**src/rtl/line_sensor_tracker_if.sv**
```systemverilog
// line_sensor_tracker_if
//   Bundles the ADC-side inputs (sweep phase and the three line-sensor
//   readings) with the tracker results consumed by the motion controller.
//   master : drives data_frame / d_out_ch5..7, observes the tracker outputs.
//   slave  : the tracker itself.
interface line_sensor_tracker_if;
  logic [1:0]        data_frame;
  logic [11:0]       d_out_ch5;
  logic [11:0]       d_out_ch6;
  logic [11:0]       d_out_ch7;
  logic [2:0]        line_bits;
  logic signed [2:0] line_err;
  logic              sample_valid;
  logic              node_pulse;
  logic [3:0]        node_count;
  logic              line_lost;

  modport master (
    output data_frame, d_out_ch5, d_out_ch6, d_out_ch7,
    input  line_bits, line_err, sample_valid, node_pulse, node_count, line_lost
  );

  modport slave (
    input  data_frame, d_out_ch5, d_out_ch6, d_out_ch7,
    output line_bits, line_err, sample_valid, node_pulse, node_count, line_lost
  );
endinterface

```
**src/rtl/line_sensor_tracker.sv**
```systemverilog
// line_sensor_tracker
//   Per-sweep processing of the left/centre/right line sensors: 4-sweep
//   moving average, hysteresis classification, debounce, then steering
//   error, junction (node) detection and line-lost detection.
//   clk_50 : system clock, all logic on posedge
//   rst    : synchronous active-high reset
//   bus    : slave side of line_sensor_tracker_if
//            in : data_frame, d_out_ch5 (left), d_out_ch6 (centre), d_out_ch7 (right)
//            out: line_bits, line_err, sample_valid, node_pulse, node_count, line_lost
//   Pipeline (T = sweep_done cycle, each stage registers at the end of its cycle):
//     T capture windows, T+1 average, T+2 class/debounce, T+3 outputs.
module line_sensor_tracker #(
  parameter logic [11:0] TH_HI       = 12'd2000,
  parameter logic [11:0] TH_LO       = 12'd1000,
  parameter logic [2:0]  DEBOUNCE    = 3'd2,
  parameter logic [3:0]  NODE_SWEEPS = 4'd3,
  parameter logic [3:0]  LOST_SWEEPS = 4'd8
) (
  input logic                  clk_50,
  input logic                  rst,
  line_sensor_tracker_if.slave bus
);

  // channel index matches line_bits position: 2 = left, 1 = centre, 0 = right
  logic [1:0]  df_s1, df_s2, df_prev;
  logic        sweep_done;
  logic [11:0] ch_in   [0:2];
  logic [11:0] win     [0:2][0:3];
  logic [11:0] avg     [0:2];
  logic [11:0] avg_nxt [0:2];
  logic [2:0]  cls, cls_nxt;
  logic [2:0]  db;
  logic [2:0]  db_cnt  [0:2];
  logic [2:0]  prime_cnt;
  logic        v0, v1, v2;
  logic        p0, p1, p2;
  logic [3:0]  node_run, lost_run, lost_nxt;

  logic [2:0]        line_bits_q;
  logic signed [2:0] line_err_q, err_nxt;
  logic              sample_valid_q, node_pulse_q, line_lost_q;
  logic [3:0]        node_count_q;

  assign sweep_done = (df_prev == 2'd2) && (df_s2 == 2'd0);

  assign ch_in[2] = bus.d_out_ch5;
  assign ch_in[1] = bus.d_out_ch6;
  assign ch_in[0] = bus.d_out_ch7;

  always_comb begin
    for (int i = 0; i < 3; i++) begin
      logic [13:0] sum;
      sum = 14'(win[i][0]) + 14'(win[i][1]) + 14'(win[i][2]) + 14'(win[i][3]);
      avg_nxt[i] = 12'(sum >> 2);
      if (avg[i] >= TH_HI)      cls_nxt[i] = 1'b1;
      else if (avg[i] <= TH_LO) cls_nxt[i] = 1'b0;
      else                      cls_nxt[i] = cls[i];
    end
  end

  always_comb begin
    err_nxt = line_err_q;
    case (db)
      3'b100: err_nxt = -3'sd2;
      3'b110: err_nxt = -3'sd1;
      3'b010: err_nxt = 3'sd0;
      3'b011: err_nxt = 3'sd1;
      3'b001: err_nxt = 3'sd2;
      3'b111: err_nxt = 3'sd0;
      3'b101: err_nxt = 3'sd0;
      default: err_nxt = line_err_q;  // 000: no line seen, keep last steering
    endcase
    lost_nxt = (lost_run == 4'hF) ? lost_run : lost_run + 4'd1;
  end

  always_ff @(posedge clk_50) begin
    if (rst) begin
      df_s1          <= '0;
      df_s2          <= '0;
      df_prev        <= '0;
      cls            <= '0;
      db             <= '0;
      prime_cnt      <= '0;
      {v0, v1, v2}   <= '0;
      {p0, p1, p2}   <= '0;
      node_run       <= '0;
      lost_run       <= '0;
      line_bits_q    <= '0;
      line_err_q     <= '0;
      sample_valid_q <= 1'b0;
      node_pulse_q   <= 1'b0;
      node_count_q   <= '0;
      line_lost_q    <= 1'b0;
      for (int i = 0; i < 3; i++) begin
        avg[i]    <= '0;
        db_cnt[i] <= '0;
        for (int j = 0; j < 4; j++) win[i][j] <= '0;
      end
    end else begin
      df_s1   <= bus.data_frame;
      df_s2   <= df_s1;
      df_prev <= df_s2;

      // stage T: capture; the primed tag travels with the sweep so that
      // back-to-back sweeps are each judged by their own position
      v0 <= sweep_done;
      p0 <= sweep_done && (prime_cnt >= 3'd3);
      if (sweep_done) begin
        for (int i = 0; i < 3; i++) begin
          win[i][3] <= win[i][2];
          win[i][2] <= win[i][1];
          win[i][1] <= win[i][0];
          win[i][0] <= ch_in[i];
        end
        if (prime_cnt != 3'd4) prime_cnt <= prime_cnt + 3'd1;
      end

      // stage T+1: average
      v1 <= v0;
      p1 <= p0;
      if (v0) begin
        for (int i = 0; i < 3; i++) avg[i] <= avg_nxt[i];
      end

      // stage T+2: hysteresis + debounce (runs during priming too)
      v2 <= v1;
      p2 <= p1;
      if (v1) begin
        for (int i = 0; i < 3; i++) begin
          cls[i] <= cls_nxt[i];
          if (cls_nxt[i] == db[i]) begin
            db_cnt[i] <= '0;
          end else if (db_cnt[i] + 3'd1 == DEBOUNCE) begin
            db[i]     <= cls_nxt[i];
            db_cnt[i] <= '0;
          end else begin
            db_cnt[i] <= db_cnt[i] + 3'd1;
          end
        end
      end

      // stage T+3: published outputs
      sample_valid_q <= 1'b0;
      node_pulse_q   <= 1'b0;
      if (v2 && p2) begin
        sample_valid_q <= 1'b1;
        line_bits_q    <= db;
        line_err_q     <= err_nxt;

        if (db == 3'b111) begin
          if (node_run != 4'hF) node_run <= node_run + 4'd1;
          // run counter passes NODE_SWEEPS-1 only once per 111 run
          if (node_run == NODE_SWEEPS - 4'd1) begin
            node_pulse_q <= 1'b1;
            if (node_count_q != 4'hF) node_count_q <= node_count_q + 4'd1;
          end
        end else begin
          node_run <= '0;
        end

        if (db == 3'b000) begin
          lost_run <= lost_nxt;
          if (lost_nxt >= LOST_SWEEPS) line_lost_q <= 1'b1;
        end else begin
          lost_run    <= '0;
          line_lost_q <= 1'b0;
        end
      end
    end
  end

  assign bus.line_bits    = line_bits_q;
  assign bus.line_err     = line_err_q;
  assign bus.sample_valid = sample_valid_q;
  assign bus.node_pulse   = node_pulse_q;
  assign bus.node_count   = node_count_q;
  assign bus.line_lost    = line_lost_q;

endmodule

```
**src/flat_wrapper.sv**
```systemverilog
// flat-port wrapper written by rule: the top's interface ports become plain ports
module line_sensor_tracker_flat 
#(
  parameter logic [11:0] TH_HI       = 12'd2000,
  parameter logic [11:0] TH_LO       = 12'd1000,
  parameter logic [2:0]  DEBOUNCE    = 3'd2,
  parameter logic [3:0]  NODE_SWEEPS = 4'd3,
  parameter logic [3:0]  LOST_SWEEPS = 4'd8
)
  (clk_50, rst, bus_data_frame, bus_d_out_ch5, bus_d_out_ch6, bus_d_out_ch7, bus_line_bits, bus_line_err, bus_sample_valid, bus_node_pulse, bus_node_count, bus_line_lost);
  line_sensor_tracker_if bus_i ();
  input logic clk_50;
  input logic rst;
  input wire logic [$bits(bus_i.data_frame)-1:0] bus_data_frame;
  input wire logic [$bits(bus_i.d_out_ch5)-1:0] bus_d_out_ch5;
  input wire logic [$bits(bus_i.d_out_ch6)-1:0] bus_d_out_ch6;
  input wire logic [$bits(bus_i.d_out_ch7)-1:0] bus_d_out_ch7;
  output wire logic [$bits(bus_i.line_bits)-1:0] bus_line_bits;
  output wire logic [$bits(bus_i.line_err)-1:0] bus_line_err;
  output wire logic [$bits(bus_i.sample_valid)-1:0] bus_sample_valid;
  output wire logic [$bits(bus_i.node_pulse)-1:0] bus_node_pulse;
  output wire logic [$bits(bus_i.node_count)-1:0] bus_node_count;
  output wire logic [$bits(bus_i.line_lost)-1:0] bus_line_lost;
  assign bus_i.data_frame = bus_data_frame;
  assign bus_i.d_out_ch5 = bus_d_out_ch5;
  assign bus_i.d_out_ch6 = bus_d_out_ch6;
  assign bus_i.d_out_ch7 = bus_d_out_ch7;
  assign bus_line_bits = bus_i.line_bits;
  assign bus_line_err = bus_i.line_err;
  assign bus_sample_valid = bus_i.sample_valid;
  assign bus_node_pulse = bus_i.node_pulse;
  assign bus_node_count = bus_i.node_count;
  assign bus_line_lost = bus_i.line_lost;
  line_sensor_tracker #(.TH_HI(TH_HI), .TH_LO(TH_LO), .DEBOUNCE(DEBOUNCE), .NODE_SWEEPS(NODE_SWEEPS), .LOST_SWEEPS(LOST_SWEEPS)) u_core (.clk_50(clk_50), .rst(rst), .bus(bus_i));
endmodule
```
**config.mk**
```make
export PLATFORM = sky130hd
export DESIGN_NAME = line_sensor_tracker_flat
export DESIGN_NICKNAME = d
export VERILOG_FILES = /design/src/rtl/line_sensor_tracker_if.sv /design/src/rtl/line_sensor_tracker.sv /design/src/flat_wrapper.sv
export SDC_FILE = /design/constraint.sdc
export NUM_CORES = 1
export LEC_CHECK = 0
export CORE_MARGIN = 1.5
export CORE_UTILIZATION = 55
export DETAILED_ROUTE_END_ITERATION = 8
export PLACE_DENSITY = 0.76
export SLEW_MARGIN = 25
export SYNTH_ARGS = -nofsm -noshare
export SYNTH_HDL_FRONTEND = slang
export SYNTH_SLANG_ARGS = --single-unit
```
**constraint.sdc**
```tcl
create_clock -name clk_50 -period 5.2 [get_ports clk_50]
set_input_delay 1.04 -clock clk_50 [delete_from_list [all_inputs] [get_ports clk_50]]
set_output_delay 1.04 -clock clk_50 [all_outputs]
set_load 0.005 [all_outputs]
```
==> qor_table.md <==
| Quantity | Value |
| --- | --- |
| Worst path top cell family by delay | compound AO/OA/AOI/OAI gates |
| Maximum clock insertion buffer count | 3 |
| Prevailing post-synth register cell | sky130_fd_sc_hd__edfxtp_1 |
| All-layer global routing usage | 19.48% |
| Relative slew slack | 44.87% |
| Arrival @ worst endpoint | 4.64 ns |
| Starting utilization of the core area | 55.94% |
| Placed standard-cell area | 0.01396 sq mm |
| Top layer reached by signal wires | met4 |
| Global-route wire length before repair | 39690 um |
| Number of global-route vias before repair | 8631 |
| Aggregate routed wire length | 23000 um |
| Top library cells by usage in the layout, fill and taps aside | 189 x sky130_fd_sc_hd__edfxtp_1, 157 x sky130_fd_sc_hd__inv_1, 112 x sky130_fd_sc_hd__and2_1, 85 x sky130_fd_sc_hd__ha_1, 76 x sky130_fd_sc_hd__nor3_1 |
| Number of stages on the worst setup path | 16 |
| Inserted Clock Buffers | 26 |
| Highest fanout seen on the critical path | 4 |
| Path type of the worst setup path | reg -> reg |
| Cells after synthesis | 1214 |
| Area fraction in compound gates after synthesis | 10.47% |
| Detailed-route wire length on metal 1 | 10530 um |
| # Post-CTS Setup Buffers | 0 |
| Standard cell core area | 0.02347 sq mm |
| Reg-to-Reg End | u_core.avg[0][10] |
| Area share of xor/xnor cells in the synthesized design | 2.801% |
| Num ports | 53 |
| IR Drop Worst-Case VDD | 0.2665 mV |
| Most common cell after layout, fill and taps aside | sky130_fd_sc_hd__edfxtp_1 |
| Highest clock rate | 234.2 MHz |
| Cell with the biggest individual delay on the critical path | sky130_fd_sc_hd__fa_1 |
| Cell variety after synth | 66 |
| Number of pins exceeding their max-slew limit in the final report | 0 |
| Width of the chip | 157.5 um |
| Average wire length per cell after detail routing | 14.36 um |
| Buffers plus inverters on the worst setup path | 2 |
| Run status | finished, final reports clean |
| Cell chain of the critical path | ha_1 -> inv_1 -> fa_1 -> nor2b_1 -> o21ai_0 -> nand4b_1 -> a2111oi_0 -> nor3_1 -> fa_1 -> inv_1 -> ha_1 -> and3_1 -> a21oi_1 -> o21ai_0 -> a221oi_1 -> mux2i_1 |
| Launch point of the worst path | u_core.win[0][24] |
| Worst min path class | reg -> reg |
| TritonCTS clock tree | done |
| Area Overhead vs Synth | 13.03% |
| Detail Placement HPWL | 15840 um |
| Met2 layer wire length in the routed design | 11080 um |
| Finished Cell Area | 0.01484 sq mm |
| Number of warnings reported in the yosys synthesis log | 0 |
| Synthesized-area fraction occupied by and/or/nand/nor cells | 16.66% |
| Clock root buffer master | sky130_fd_sc_hd__clkbuf_16 |
| Worst skew pair latency | 0.53 ns |
| Worst reg2reg startpoint | u_core.win[0][24] |
| Number of synthesized flops with an enable pin | 189 |
| Setup repair after global routing missed its margin | false |
| Slack of the worst reg-to-reg path | 0.93 ns |
| Final hold violation count | 0 |
| Cell area power density | 325.9 mW/mm^2 |
| Average instance area after synthesis | 10.82 sq um |
| Sequential cell area fraction in the yosys report | 49.62% |
| Gr ovfl total | 0 |
| Final-layout setup total negative slack | 0 ns |
| Worst r2r path cells | 16 |
| Post-CTS Resized | 0 |
| Post-CTS Hold Buffers | 0 |
| Count of input and output buffers | 52 |
| Number of remaining DRC errors | 0 |
| Setup crit end | u_core.avg[0][10] |
| Number of antenna violations at the first check in global routing | 0 |
| Number of iterations in the first detailed-routing pass | 6 |
| Fraction of layout cells with a size suffix above 1 | 5.144% |
| Slowest Stage Delay on Critical Path | 0.50 ns |
| Total number of placement rows | 56 |
| Clock tree skew after final layout | 0.01789 ns |
| Remaining antenna violation count | 0 |
| Met3 routed WL | 956 um |
| Number of diodes | 0 |
| Net Count, Synth | 1378 |
| Async set or reset register ratio after synthesis | 0% |
| Die extent in y | 157.5 um |
| Post-CTS clock slew at the launch and capture registers of the worst setup and hold paths | 0.06 ns |
| Largest family of logic cells by synthesized area | simple AND/OR/NAND/NOR gates |
| Final count of negative-setup-slack endpoints | 0 |
| Data required time at the worst endpoint | 5.57 ns |
| Largest net degree at the start of global routing | 85 |
| Vias | 8752 |
| Layout Nets | 1427 |
| Setup crit end kind | flop |
| Minimum clock period after layout | 4.270 ns |
| Global placer's final weighted congestion | 0.8524 |
| 1st-iter DRT viols | 457 |
| Leak Pwr | 6.131 nW |
| Detailed-route vias per instance | 5.463 |
| Post-route core utilization | 63.24% |
| Critical path startpoint category | flop |
| H-Tree Depth | 1 |
| Fraction of synthesized area in multiplexers | 0.7051% |
| Number of clock sinks | 231 |
| Post-Synth Adder-Cell Area | 14.04% |
| Max capacitance violation total | 0 |
| Die Outline Area | 0.02481 sq mm |
| Post-Synthesis Cell Area | 0.01313 sq mm |
| Flops & latches, synth | 231 |
| Transition time at the pin with the least slew margin | 0.8269 ns |
| Share of the cycle needed by the critical path after routing | 82.11% |
==> kinds of logic after synthesis <==
logic type / count (synthesis)
xor gates and xnor gates: 42
and+or+nand+nor: 403
AOI/OAI and AO/OA: 210
buffers and inverters: 195
DFF: 231
muxes: 9
adders and majority gates: 124
==> stage by stage <==
step                      hold WS [ns]  std cells  setup slack (ns)  power, mW
after floorplan                 0.4138       1214             1.277      2.794
after CTS                       0.4430       1602            0.9274      4.874
after global placement          0.4288       1554             1.083      2.957
after global routing            0.4557       1602            0.4891      5.075
final                           0.4376       1602            0.9302      4.837
after detailed placement        0.4292       1554            0.9669      2.987
==> report_power, final <==
group / internal (mW) / switching [mW] / total (mW)
Combinational: 0.365 / 0.492 / 0.857
Sequential: 2.07 / 0.0296 / 2.10
Clock: 1.15 / 0.735 / 1.88
Total: 3.58 / 1.26 / 4.84
==> state kept, by name, indices dropped and copies added, names as in the netlist, 2 cells and up <==
name,count
u_core.bus.node_count,4
u_core.db,3
u_core.node_run,4
u_core.df_s1,2
u_core.bus.line_err,3
u_core.db_cnt,9
u_core.bus.line_bits,3
u_core.lost_run,4
u_core.cls,3
u_core.df_s2,2
u_core.win,144
u_core.df_prev,2
u_core.avg,36
u_core.prime_cnt,3
==> cell type report <==
type / count / area [sq um]
fillers: 1868 / 8630
repair buffers: 59 / 580.6
flip-flops and latches: 231 / 6516
multi-input cells: 788 / 5874
clock inverters: 18 / 196.4
well taps: 319 / 399.1
inverters: 157 / 589.3
clock buffers: 30 / 686.9
==> synth_stat cells, types with 27 or more instances <==
cell                       count  area, sq um
sky130_fd_sc_hd__fa_1         39        780.8
sky130_fd_sc_hd__dfxtp_1      42        840.8
sky130_fd_sc_hd__and2_1      112        700.7
sky130_fd_sc_hd__clkbuf_1     27        101.4
sky130_fd_sc_hd__nand2_1      37        138.9
sky130_fd_sc_hd__a21oi_1      63        315.3
sky130_fd_sc_hd__edfxtp_1    189         5675
sky130_fd_sc_hd__ha_1         85         1064
sky130_fd_sc_hd__o21ai_0      37        185.2
sky130_fd_sc_hd__nor3_1       76        380.4
sky130_fd_sc_hd__inv_1       157        589.3
sky130_fd_sc_hd__nor2_1       66        247.7
==> per-layer routing <==
metal  track usage, %  vias up
met5                0        -
met4            4.942        0
met3            2.478       34
met2            33.96      189
met1            25.77     4183
li1                 -     4346
==> worst register-to-register path, cell delays in order (launching register included) <==
cell and delay [ns]:
sky130_fd_sc_hd__edfxtp_1 0.39, sky130_fd_sc_hd__ha_1 0.25, sky130_fd_sc_hd__inv_1 0.08, sky130_fd_sc_hd__fa_1 0.20, sky130_fd_sc_hd__nor2b_1 0.05, sky130_fd_sc_hd__o21ai_0 0.27
sky130_fd_sc_hd__nand4b_1 0.25, sky130_fd_sc_hd__a2111oi_0 0.49, sky130_fd_sc_hd__nor3_1 0.13, sky130_fd_sc_hd__fa_1 0.50, sky130_fd_sc_hd__inv_1 0.04, sky130_fd_sc_hd__ha_1 0.30
sky130_fd_sc_hd__and3_1 0.22, sky130_fd_sc_hd__a21oi_1 0.12, sky130_fd_sc_hd__o21ai_0 0.18, sky130_fd_sc_hd__a221oi_1 0.40, sky130_fd_sc_hd__mux2i_1 0.24
==> how the worst min path moves through the flow <==
stage,start,end,slack [ns],cells past startpoint
after floorplan,u_core.df_s1[0],u_core.df_s2[0],0.41,1
after global placement,u_core.p1,u_core.p2,0.43,1
after detailed placement,u_core.p0,u_core.p1,0.43,1
after CTS,u_core.p0,u_core.p1,0.44,1
after global routing,u_core.p1,u_core.p2,0.46,1
final,u_core.p0,u_core.p1,0.44,1
Power figures use the tool's default switching activity.
